File: config.mk
export PLATFORM = sky130hd
export DESIGN_NAME = unidad_cortocircuito
export DESIGN_NICKNAME = d
export VERILOG_FILES = /design/src/rtl/unidad_cortocircuito_pkg.sv /design/src/rtl/unidad_cortocircuito_selector.sv /design/src/rtl/unidad_cortocircuito.sv
export SDC_FILE = /design/constraint.sdc
export NUM_CORES = 1
export LEC_CHECK = 0
export ABC_CLOCK_PERIOD_IN_PS = 2280
export CORE_UTILIZATION = 45
export CTS_CLUSTER_SIZE = 20
export DETAILED_ROUTE_END_ITERATION = 6
export GPL_ROUTABILITY_DRIVEN = 0
export HOLD_SLACK_MARGIN = 0.05
export PLACE_DENSITY = 0.69
export SLEW_MARGIN = 30
export SYNTH_ARGS = -nofsm -noshare
export SYNTH_HDL_FRONTEND = slang
export SYNTH_SLANG_ARGS = --single-unit
File: constraint.sdc
create_clock -name i_clk -period 2.28 [get_ports i_clk]
set_input_delay 0.456 -clock i_clk [delete_from_list [all_inputs] [get_ports i_clk]]
set_output_delay 0.456 -clock i_clk [all_outputs]
set_load 0.01 [all_outputs]
File: src/rtl/unidad_cortocircuito_pkg.sv
// Shared definitions for the forwarding / load-use hazard unit.
//   REG_W, FWD_W        : default register-address and forwarding-select widths
//   FWD_REG/EXMEM/MEMWB : operand-mux select codes
//   etapa_t             : ID/EX shadow record {rs, rt, rd, regwrite, memread}
//   etapa_wb_t          : EX/MEM and MEM/WB shadow record {rd, regwrite}
package unidad_cortocircuito_pkg;

  localparam int unsigned REG_W = 5;
  localparam int unsigned FWD_W = 3;

  localparam logic [FWD_W-1:0] FWD_REG   = 3'b000;
  localparam logic [FWD_W-1:0] FWD_EXMEM = 3'b001;
  localparam logic [FWD_W-1:0] FWD_MEMWB = 3'b010;

  typedef struct packed {
    logic [REG_W-1:0] rs;
    logic [REG_W-1:0] rt;
    logic [REG_W-1:0] rd;
    logic             regwrite;
    logic             memread;
  } etapa_t;

  typedef struct packed {
    logic [REG_W-1:0] rd;
    logic             regwrite;
  } etapa_wb_t;

endpackage

File: src/rtl/unidad_cortocircuito_selector.sv
// cortocircuito_selector: forwarding select for one ALU source register.
//   i_fuente             : source register of the instruction in EX
//   i_exmem_rd/regwrite  : destination info of the instruction in MEM
//   i_memwb_rd/regwrite  : destination info of the instruction in WB
//   o_sel                : FWD_EXMEM, else FWD_MEMWB, else FWD_REG
// The younger producer (EX/MEM) wins; register 0 never forwards.
module cortocircuito_selector
  import unidad_cortocircuito_pkg::*;
#(
  parameter int unsigned REGBITS       = 5,
  parameter int unsigned CORTOCIRCUITO = 3
) (
  input  logic [REGBITS-1:0]       i_fuente,
  input  logic [REGBITS-1:0]       i_exmem_rd,
  input  logic                     i_exmem_regwrite,
  input  logic [REGBITS-1:0]       i_memwb_rd,
  input  logic                     i_memwb_regwrite,
  output logic [CORTOCIRCUITO-1:0] o_sel
);

  logic hit_exmem;
  logic hit_memwb;

  always_comb begin
    hit_exmem = i_exmem_regwrite && (i_exmem_rd != '0) && (i_exmem_rd == i_fuente);
    hit_memwb = i_memwb_regwrite && (i_memwb_rd != '0) && (i_memwb_rd == i_fuente);
  end

  always_comb begin
    o_sel = CORTOCIRCUITO'(FWD_REG);
    if (hit_exmem) begin
      o_sel = CORTOCIRCUITO'(FWD_EXMEM);
    end else if (hit_memwb) begin
      o_sel = CORTOCIRCUITO'(FWD_MEMWB);
    end
  end

endmodule

File: src/rtl/unidad_cortocircuito.sv
// unidad_cortocircuito: forwarding and load-use hazard unit, 5-stage MIPS.
// Keeps shadow destination info for ID/EX, EX/MEM and MEM/WB.
//   i_clk, i_reset (async, active low), i_enable (advance), i_flush (bubble)
//   i_IF_ID_Rs/Rt/UsaRt : sources of the instruction in decode
//   i_ID_Rd/RegWrite/MemRead : destination info of the instruction in decode
//   o_EX_CortocircuitoA/B : operand mux selects for the instruction in EX
//   o_Stall : load-use stall (hold PC and IF/ID, bubble ID/EX)
module unidad_cortocircuito
  import unidad_cortocircuito_pkg::*;
#(
  parameter int unsigned REGBITS       = 5,
  parameter int unsigned CORTOCIRCUITO = 3
) (
  input  logic                     i_clk,
  input  logic                     i_reset,
  input  logic                     i_enable,
  input  logic                     i_flush,
  input  logic [REGBITS-1:0]       i_IF_ID_Rs,
  input  logic [REGBITS-1:0]       i_IF_ID_Rt,
  input  logic                     i_IF_ID_UsaRt,
  input  logic [REGBITS-1:0]       i_ID_Rd,
  input  logic                     i_ID_RegWrite,
  input  logic                     i_ID_MemRead,
  output logic [CORTOCIRCUITO-1:0] o_EX_CortocircuitoA,
  output logic [CORTOCIRCUITO-1:0] o_EX_CortocircuitoB,
  output logic                     o_Stall
);

  etapa_t    id_ex;
  etapa_wb_t ex_mem;
  etapa_wb_t mem_wb;
  logic      stall;

  // Load in EX whose destination is read by the instruction in decode.
  always_comb begin
    stall = id_ex.memread && (id_ex.rd != '0) &&
            ((id_ex.rd == i_IF_ID_Rs) || (i_IF_ID_UsaRt && (id_ex.rd == i_IF_ID_Rt)));
  end

  assign o_Stall = stall;

  always_ff @(posedge i_clk or negedge i_reset) begin
    if (!i_reset) begin
      id_ex  <= '0;
      ex_mem <= '0;
      mem_wb <= '0;
    end else if (i_enable) begin
      mem_wb <= ex_mem;
      ex_mem <= '{rd: id_ex.rd, regwrite: id_ex.regwrite};
      // A bubble clears memread, so a load-use stall lasts one cycle.
      if (stall || i_flush) begin
        id_ex <= '0;
      end else begin
        id_ex <= '{rs:       i_IF_ID_Rs,
                   rt:       i_IF_ID_Rt,
                   rd:       i_ID_Rd,
                   regwrite: i_ID_RegWrite,
                   memread:  i_ID_MemRead};
      end
    end
  end

  cortocircuito_selector #(
    .REGBITS      (REGBITS),
    .CORTOCIRCUITO(CORTOCIRCUITO)
  ) u_sel_a (
    .i_fuente        (id_ex.rs),
    .i_exmem_rd      (ex_mem.rd),
    .i_exmem_regwrite(ex_mem.regwrite),
    .i_memwb_rd      (mem_wb.rd),
    .i_memwb_regwrite(mem_wb.regwrite),
    .o_sel           (o_EX_CortocircuitoA)
  );

  cortocircuito_selector #(
    .REGBITS      (REGBITS),
    .CORTOCIRCUITO(CORTOCIRCUITO)
  ) u_sel_b (
    .i_fuente        (id_ex.rt),
    .i_exmem_rd      (ex_mem.rd),
    .i_exmem_regwrite(ex_mem.regwrite),
    .i_memwb_rd      (mem_wb.rd),
    .i_memwb_regwrite(mem_wb.regwrite),
    .o_sel           (o_EX_CortocircuitoB)
  );

endmodule

==> run_summary.xml <==
<?xml version="1.0" encoding="UTF-8"?>
<metrics>
  <group name="min_path">
    <metric name="worst_hold_path_cells" unit="">1</metric>
    <metric name="timing.hold.worst_endpoint" unit="">ex_mem[0]</metric>
    <metric name="worst_hold_startpoint" unit="">id_ex[1]</metric>
    <metric name="min-delay-path-class" unit="">flip-flop to flip-flop</metric>
  </group>
  <group name="outcome">
    <metric name="violations" unit="">setup timing</metric>
    <metric name="result_of_the_run" unit="">finished, violations left</metric>
  </group>
  <group name="worst_setup_path">
    <metric name="worst_r2r_src" unit="">id_ex[6]</metric>
    <metric name="crit_path_max_fanout" unit="">3</metric>
    <metric name="regToRegEndpoint" unit="">id_ex[7]</metric>
    <metric name="worstRegToRegCells" unit="">5</metric>
    <metric name="criticalPathCategory" unit="">flip-flop to output port</metric>
    <metric name="startpoint_type" unit="">flip-flop</metric>
    <metric name="r2r_slack" unit="ps">490</metric>
    <metric name="timing.critical_path.arrival" unit="ps">1850</metric>
    <metric name="endpoint_kind" unit="">output port</metric>
    <metric name="cp_data_required_time" unit="ps">1820</metric>
  </group>
  <group name="flow_run">
    <metric name="maxCapViolations" unit="">0</metric>
  </group>
  <group name="clock_tree">
    <metric name="clkSlewWorstSetupHoldPaths" unit="ps">60</metric>
    <metric name="cts_hold_buf" unit="">0</metric>
    <metric name="worstSkewPairLatency" unit="ps">280</metric>
    <metric name="cts_sinks" unit="">29</metric>
    <metric name="clock-root-buffer" unit="">sky130_fd_sc_hd__clkbuf_8</metric>
    <metric name="tritoncts.num_buffers" unit="">5</metric>
    <metric name="htree_num_levels" unit="">2</metric>
    <metric name="clock_tree_from_tritoncts" unit="">yes</metric>
    <metric name="ctsLongestPathBuffers" unit="">2</metric>
  </group>
  <group name="finish">
    <metric name="multi_input_area" unit="sq mm">0.001003</metric>
    <metric name="num-nets-final" unit="">245</metric>
    <metric name="seq_area" unit="sq um">728.2</metric>
    <metric name="drive_above_1_share" unit="%">36.16</metric>
    <metric name="layout.cells.most_common" unit="">sky130_fd_sc_hd__buf_4</metric>
    <metric name="antenna-diode-count" unit="">0</metric>
    <metric name="layout.filler_cells" unit="">307</metric>
    <metric name="layoutNonFillerInstCount" unit="">272</metric>
    <metric name="syn_to_final_growth" unit="%">35.62</metric>
    <metric name="top_library_cells_by_usage_in_the_layout_fill_and_taps_aside" unit="">30 x sky130_fd_sc_hd__buf_4, 27 x sky130_fd_sc_hd__dfrtp_1, 19 x sky130_fd_sc_hd__nand2_1, 19 x sky130_fd_sc_hd__clkdlybuf4s50_1, 15 x sky130_fd_sc_hd__xnor2_1</metric>
  </group>
  <group name="power">
    <metric name="sw_frac_of_total" unit="%">33.44</metric>
    <metric name="power.share.clock" unit="%">24.0</metric>
    <metric name="share_seq_of_total_power" unit="%">41.8</metric>
    <metric name="switchingPower" unit="uW">564.4</metric>
    <metric name="static-leakage-power" unit="nW">0.9937</metric>
    <metric name="vdd.ir_drop.worst" unit="uV">346.7</metric>
    <metric name="power.total" unit="mW">1.688</metric>
    <metric name="intPower" unit="mW">1.124</metric>
    <metric name="power.share.combinational" unit="%">34.2</metric>
    <metric name="cellPowerDensity" unit="mW/mm^2">718.7</metric>
  </group>
  <group name="floorplan">
    <metric name="die_w" unit="um">64.04</metric>
    <metric name="num_rows" unit="">22</metric>
    <metric name="die_h" unit="um">64.04</metric>
    <metric name="floorplan_core_area" unit="sq mm">0.003689</metric>
    <metric name="die-area" unit="sq mm">0.004100</metric>
    <metric name="design.portCount" unit="">29</metric>
    <metric name="initial_utilization" unit="%">46.95</metric>
  </group>
  <group name="detailed_routing">
    <metric name="route.detailed.vias_per_inst" unit="">5.449</metric>
    <metric name="post-route-drc-count" unit="">0</metric>
    <metric name="detailroute.via_count" unit="">1482</metric>
    <metric name="routed_wire_length_per_instance" unit="um">15.67</metric>
    <metric name="totalWireLength" unit="mm">4.262</metric>
    <metric name="first_pass_iters" unit="">4</metric>
    <metric name="drtAntennaViolNets" unit="">0</metric>
    <metric name="drtIter0Drc" unit="">46</metric>
  </group>
  <group name="timing">
    <metric name="period_share" unit="%">101.0</metric>
    <metric name="setup-tns-final" unit="ps">-23.81</metric>
    <metric name="rsz0062_at_grt" unit="">yes</metric>
    <metric name="drv_slew" unit="">0</metric>
    <metric name="fin_ws" unit="ps">-22.56</metric>
    <metric name="timing.final.hold_violations" unit="">0</metric>
    <metric name="setup_viol" unit="">2</metric>
    <metric name="fmaxAchievable" unit="MHz">434.3</metric>
    <metric name="min_period" unit="ps">2303</metric>
    <metric name="timing.clock.skew" unit="ps">6.074</metric>
  </group>
  <group name="grt">
    <metric name="via_count_of_the_first_global_routing_pass" unit="">1517</metric>
    <metric name="grt_most_used_layer" unit="">met2</metric>
    <metric name="grtUsageMet3" unit="%">5.357</metric>
    <metric name="antenna_found_initial" unit="">0</metric>
    <metric name="globalRoute.totalOverflow" unit="">0</metric>
    <metric name="met2_usage_in_global_routing" unit="%">38.56</metric>
    <metric name="grt_start_max_net_pins" unit="">30</metric>
    <metric name="global_route_usage_over_all_layers" unit="%">23.51</metric>
    <metric name="wire_length_of_the_first_global_routing_pass" unit="mm">7.224</metric>
    <metric name="grt_use_met1" unit="%">29.85</metric>
  </group>
  <group name="logic_synthesis">
    <metric name="yosys_warns" unit="">0</metric>
    <metric name="postSynthRegisterBits" unit="">29</metric>
    <metric name="synth_cell_type_count" unit="">28</metric>
    <metric name="synth.cell_area" unit="sq mm">0.001732</metric>
    <metric name="synthDominantAreaCellType" unit="">sky130_fd_sc_hd__dfrtp_1</metric>
    <metric name="postSynthAreaPerCell" unit="sq um">10.07</metric>
    <metric name="synth.top_cells.by_area" unit="">sky130_fd_sc_hd__dfrtp_1 42%, sky130_fd_sc_hd__xnor2_1 8.1%, sky130_fd_sc_hd__mux2_2 7.8%, sky130_fd_sc_hd__xor2_1 7.1%, sky130_fd_sc_hd__a32oi_1 5.1%</metric>
    <metric name="post-synth-top-area-fraction" unit="%">41.91</metric>
    <metric name="post_synth_inst_count" unit="">172</metric>
    <metric name="synth_seq_area_share" unit="%">41.91</metric>
  </group>
  <group name="place">
    <metric name="place.detailed.instances" unit="">261</metric>
    <metric name="buffer_ports.inserted" unit="">26</metric>
    <metric name="final_hpwl_dp" unit="mm">2.938</metric>
  </group>
</metrics>
power by group through the flow:
| stage | clock network (mW) | logic [mW] | registers, mW |
|---|---|---|---|
| final | 0.405 | 0.576 | 0.706 |
| after global routing | 0.443 | 0.625 | 0.718 |
| after global placement | 0 | 0.483 | 0.701 |
| after CTS | 0.416 | 0.552 | 0.700 |
| after floorplan | 0 | 0.301 | 0.691 |
| after detailed placement | 0 | 0.498 | 0.704 |
cell families after synthesis:
| group | Yosys count | synth area share [%] |
|---|---|---|
| AND/OR/NAND/NOR | 48 | 14.52 |
| AO/OA/AOI/OAI | 38 | 15.68 |
| XOR/XNOR | 30 | 15.17 |
| flip-flops | 29 | 41.91 |
| buffers and inverters | 14 | 4.696 |
| multiplexers | 12 | 7.803 |
| other | 1 | 0.2166 |
critical path, stage by stage (launching register included):
cell	delay [ps]
sky130_fd_sc_hd__dfrtp_1	400
sky130_fd_sc_hd__or4_4	150
sky130_fd_sc_hd__o21ai_2	50
sky130_fd_sc_hd__or4_4	540
sky130_fd_sc_hd__nor4_2	260
sky130_fd_sc_hd__buf_2	160
state kept, by name (all words and copies together) (netlist names):
signal	flops
ex_mem	6
id_ex	17
mem_wb	6
worst max path at each step:
stage,from,endpoint,slack (ps),cells past startpoint
global route,mem_wb[3],o_EX_CortocircuitoB[1],-140,5
global placement,i_IF_ID_Rs[4],o_Stall,-340,6
finish,mem_wb[1],o_EX_CortocircuitoA[1],-20,5
detailed placement,i_IF_ID_Rs[4],o_Stall,-310,6
CTS,mem_wb[5],o_EX_CortocircuitoA[1],-50,5
floorplan,ex_mem[1],o_EX_CortocircuitoA[1],300,4
layer usage:
metal  part of all wire [%]  up-vias
met5                      0        -
met4                    1.5        0
met3                    5.0        6
met2                     51       45
met1                     43      720
li1                       -      711
synthesized netlist by cell type:
| library cell | number |
|---|---|
| sky130_fd_sc_hd__or4_1 | 4 |
| sky130_fd_sc_hd__nand3_1 | 3 |
| sky130_fd_sc_hd__clkinv_1 | 1 |
| sky130_fd_sc_hd__nor4_2 | 2 |
| sky130_fd_sc_hd__nand2_1 | 19 |
| sky130_fd_sc_hd__a22oi_1 | 7 |
| sky130_fd_sc_hd__buf_4 | 4 |
| sky130_fd_sc_hd__dfrtp_1 | 29 |
| sky130_fd_sc_hd__xnor2_1 | 16 |
| sky130_fd_sc_hd__clkbuf_2 | 1 |
| sky130_fd_sc_hd__o22ai_2 | 1 |
| sky130_fd_sc_hd__xor2_1 | 14 |
| sky130_fd_sc_hd__nand4_1 | 1 |
| sky130_fd_sc_hd__nor2_1 | 8 |
| sky130_fd_sc_hd__o21ai_2 | 2 |
| sky130_fd_sc_hd__nor4_1 | 2 |
| sky130_fd_sc_hd__or2_2 | 7 |
| sky130_fd_sc_hd__o21ai_4 | 1 |
| sky130_fd_sc_hd__o21ai_1 | 12 |
| sky130_fd_sc_hd__mux2_2 | 12 |
| sky130_fd_sc_hd__clkbuf_1 | 3 |
| sky130_fd_sc_hd__o21ai_0 | 5 |
| sky130_fd_sc_hd__buf_2 | 4 |
| sky130_fd_sc_hd__a32oi_1 | 10 |
| sky130_fd_sc_hd__conb_1 | 1 |
| sky130_fd_sc_hd__or4_4 | 1 |
| sky130_fd_sc_hd__nor2b_1 | 1 |
| sky130_fd_sc_hd__buf_6 | 1 |
final cells by class:
class                           instances  share of cell area, %
Clock buffer                            6                  3.090
Clock inverter                          2                 0.4262
Inverter                                1                 0.1598
Multi-Input combinational cell        130                  42.73
Sequential cell                        29                  31.01
Tap cell                               48                  2.557
Timing Repair Buffer                   56                  20.03
metrics by stage:
stage               util [%]  setup WS, ps  instance area [sq um]  hold slack, ps
floorplan                  -         303.6                   1735           160.4
global placement       59.12        -336.7                   2181           506.5
detailed placement     59.12        -313.4                   2181           514.0
CTS                    62.72        -54.10                   2313           528.4
global route           63.67        -140.3                   2349           563.0
finish                 63.67        -22.56                   2349           528.0
repair_timing:
| action | 4_1_cts | 5_1_grt |
|---|---|---|
| setup endpoints to repair | 5 | 5 |
| setup buffers | 2 | 1 |
| gates cloned | 0 | 0 |
| pin swaps | 6 | 4 |
| resized for setup | 31 | 7 |
(Power assumes the default switching activity.)
==> variant, RTL diff (config.mk and constraints unchanged) <==
`CORTOCIRCUITO` is set to 3 in 2 places; all go to 6.
--- a/src/rtl/unidad_cortocircuito_selector.sv
+++ b/src/rtl/unidad_cortocircuito_selector.sv
@@ -8,7 +8,7 @@
   import unidad_cortocircuito_pkg::*;
 #(
   parameter int unsigned REGBITS       = 5,
-  parameter int unsigned CORTOCIRCUITO = 3
+  parameter int unsigned CORTOCIRCUITO = 6
 ) (
   input  logic [REGBITS-1:0]       i_fuente,
   input  logic [REGBITS-1:0]       i_exmem_rd,
--- a/src/rtl/unidad_cortocircuito.sv
+++ b/src/rtl/unidad_cortocircuito.sv
@@ -9,7 +9,7 @@
   import unidad_cortocircuito_pkg::*;
 #(
   parameter int unsigned REGBITS       = 5,
-  parameter int unsigned CORTOCIRCUITO = 3
+  parameter int unsigned CORTOCIRCUITO = 6
 ) (
   input  logic                     i_clk,
   input  logic                     i_reset,
Ports: changed (resized o_EX_CortocircuitoA and o_EX_CortocircuitoB); port bits go from 29 to 35. The function was not compared with the original's and may differ.
==> variant against the unedited design <==
- the flow still finishes with violations (setup timing)
- total power fell by 1.7%
- routed wire length rose by 0.12%
- sequential cell count did not move
- clock skew fell by 0.0012 ns
- final area rose by 0.16%
- non-clock buffer count rose by 1
- register-to-register slack improved by 0.05 ns
- core utilization fell by 0.37 points
- synthesized area rose by 2.6%
- worst setup slack got worse by 0.022 ns
- sequential power barely moved
- highest routed layer unchanged
==> variant: results (changes against the unedited design) <==
[cells_and_area]
nNetsFinal = 252  ; was 245
reg.largest.list = id_ex (17), ex_mem (6), mem_wb (6)  ; unchanged
drive_gt1_frac = 0.316  ; was 0.362

[detailed_routing]
drt_iter0_drc = 104  ; was 46
wl_per_cell_um = 15.3  ; was 15.7 µm
dr_wl_met3_um = 223  ; was 211 µm
wl_met1_um = 1740  ; was 1830 µm
wl_met2_um = 2190  ; was 2160 µm
routed-via-count = 1502  ; was 1482
viasPerCell = 5.38  ; was 5.45

[status]
status = finished with violations  ; unchanged
violations = setup timing  ; unchanged

[placement]
dp_cells = 270  ; was 261
placed_area_um2 = 2230  ; was 2180 µm²
io_buffers = 26  ; unchanged
dp_hpwl_um = 3140  ; was 2940 µm
post-place-ws_ns = -0.318  ; was -0.313 ns

[timing]
skew_ns = 0.00490  ; was 0.00607 ns
layout_setup_ws_ns = -0.0447  ; was -0.0226 ns
setup_violations = 2  ; unchanged
finalSetupTns_ns = -0.0525  ; was -0.0238 ns

[global_route]
use_met3 = 0.0440  ; was 0.0536
track_usage = 0.232  ; was 0.235
use_met2 = 0.397  ; was 0.386
use_met1 = 0.278  ; was 0.299
grt_pass1_wl_um = 7270  ; was 7220 µm
grt_pass1_vias = 1491  ; was 1517

[power]
ir_drop_mv = 0.416  ; was 0.347 mV
p_sw_frac = 0.329  ; was 0.334
leakage_nw = 1.02  ; was 0.994 nW

[synthesis]
ys_top_cells_by_area = dfrtp_1, xnor2_1, mux2_2  ; unchanged
ys_seq_area_frac = 0.408  ; was 0.419
synth_ff_type = dfrtp_1  ; unchanged
synthCells = 178  ; was 172

[cts]
post_cts_buffers = 1  ; was 2
root_buffer = clkbuf_8  ; unchanged
cts.clk_slew.worst_paths_ns = 0.06  ; about the same
cts_resized = 27  ; was 31

[setup_path]
cp.arrival_ns = 1.87  ; was 1.85 ns
cp_max_fo = 4  ; was 3

[variant: changes by cell type in the layout (fill, tap and decap cells not counted), moves of 2 or more]
cell | unedited run | this run
conb_1 | 2 | 8
or4_1 | 0 | 3
or4_4 | 5 | 2
clkbuf_1 | 1 | 3
clkinv_2 | 2 | 0
dfrtp_1 | 27 | 29
dfrtp_2 | 2 | 0
[variant: cells by family (layout without fill, tap and decap cells)]
kind of cell    count (synthesis)  after routing  synth area share
xor+xnor                       30             30             0.148
buf+inv                        20             66            0.0711
flops                          29             29             0.408
simple gates                   48             48             0.142
other cells                     1              8           0.00211
mux                            12             12            0.0761
compound gates                 38             38             0.153
[variant: critical path, stage by stage (launching register included)]
cell and delay (ns):
dfrtp_1 0.40, or4_1 0.14, o21ai_2 0.05, or4_1 0.54, nor4_2 0.29, buf_2 0.17
[variant: path summary, 6_finish.rpt]
kind                       startpoint                     end  slack [ns]  depth (start not counted)
max in group asynchronous     i_reset               mem_wb[1]        1.43                          2
min reg2reg                  id_ex[1]               ex_mem[0]        0.52                          1
min in group asynchronous     i_reset               id_ex[14]        0.56                          2
max                         mem_wb[5]  o_EX_CortocircuitoB[1]       -0.04                          5
max reg2reg                  id_ex[6]                id_ex[7]        0.54                          5
min                          id_ex[1]               ex_mem[0]        0.52                          1
[variant: layout make-up]
type | count | area (µm²)
clock buffers | 8 | 80.1
multi-input cells | 136 | 1010
well taps | 48 | 60.1
flip-flops and latches | 29 | 726
fillers | 330 | 1360
repair buffers | 57 | 475
inverters | 1 | 3.75
[variant: power by group through the flow]
stage	registers, mW	clock network [mW]	logic [mW]
6_report	0.708	0.396	0.555
5_1_grt	0.721	0.434	0.606
4_1_cts	0.706	0.413	0.548
3_5_place_dp	0.711	0	0.506
3_3_place_gp	0.706	0	0.491
2_1_floorplan	0.691	0	0.313
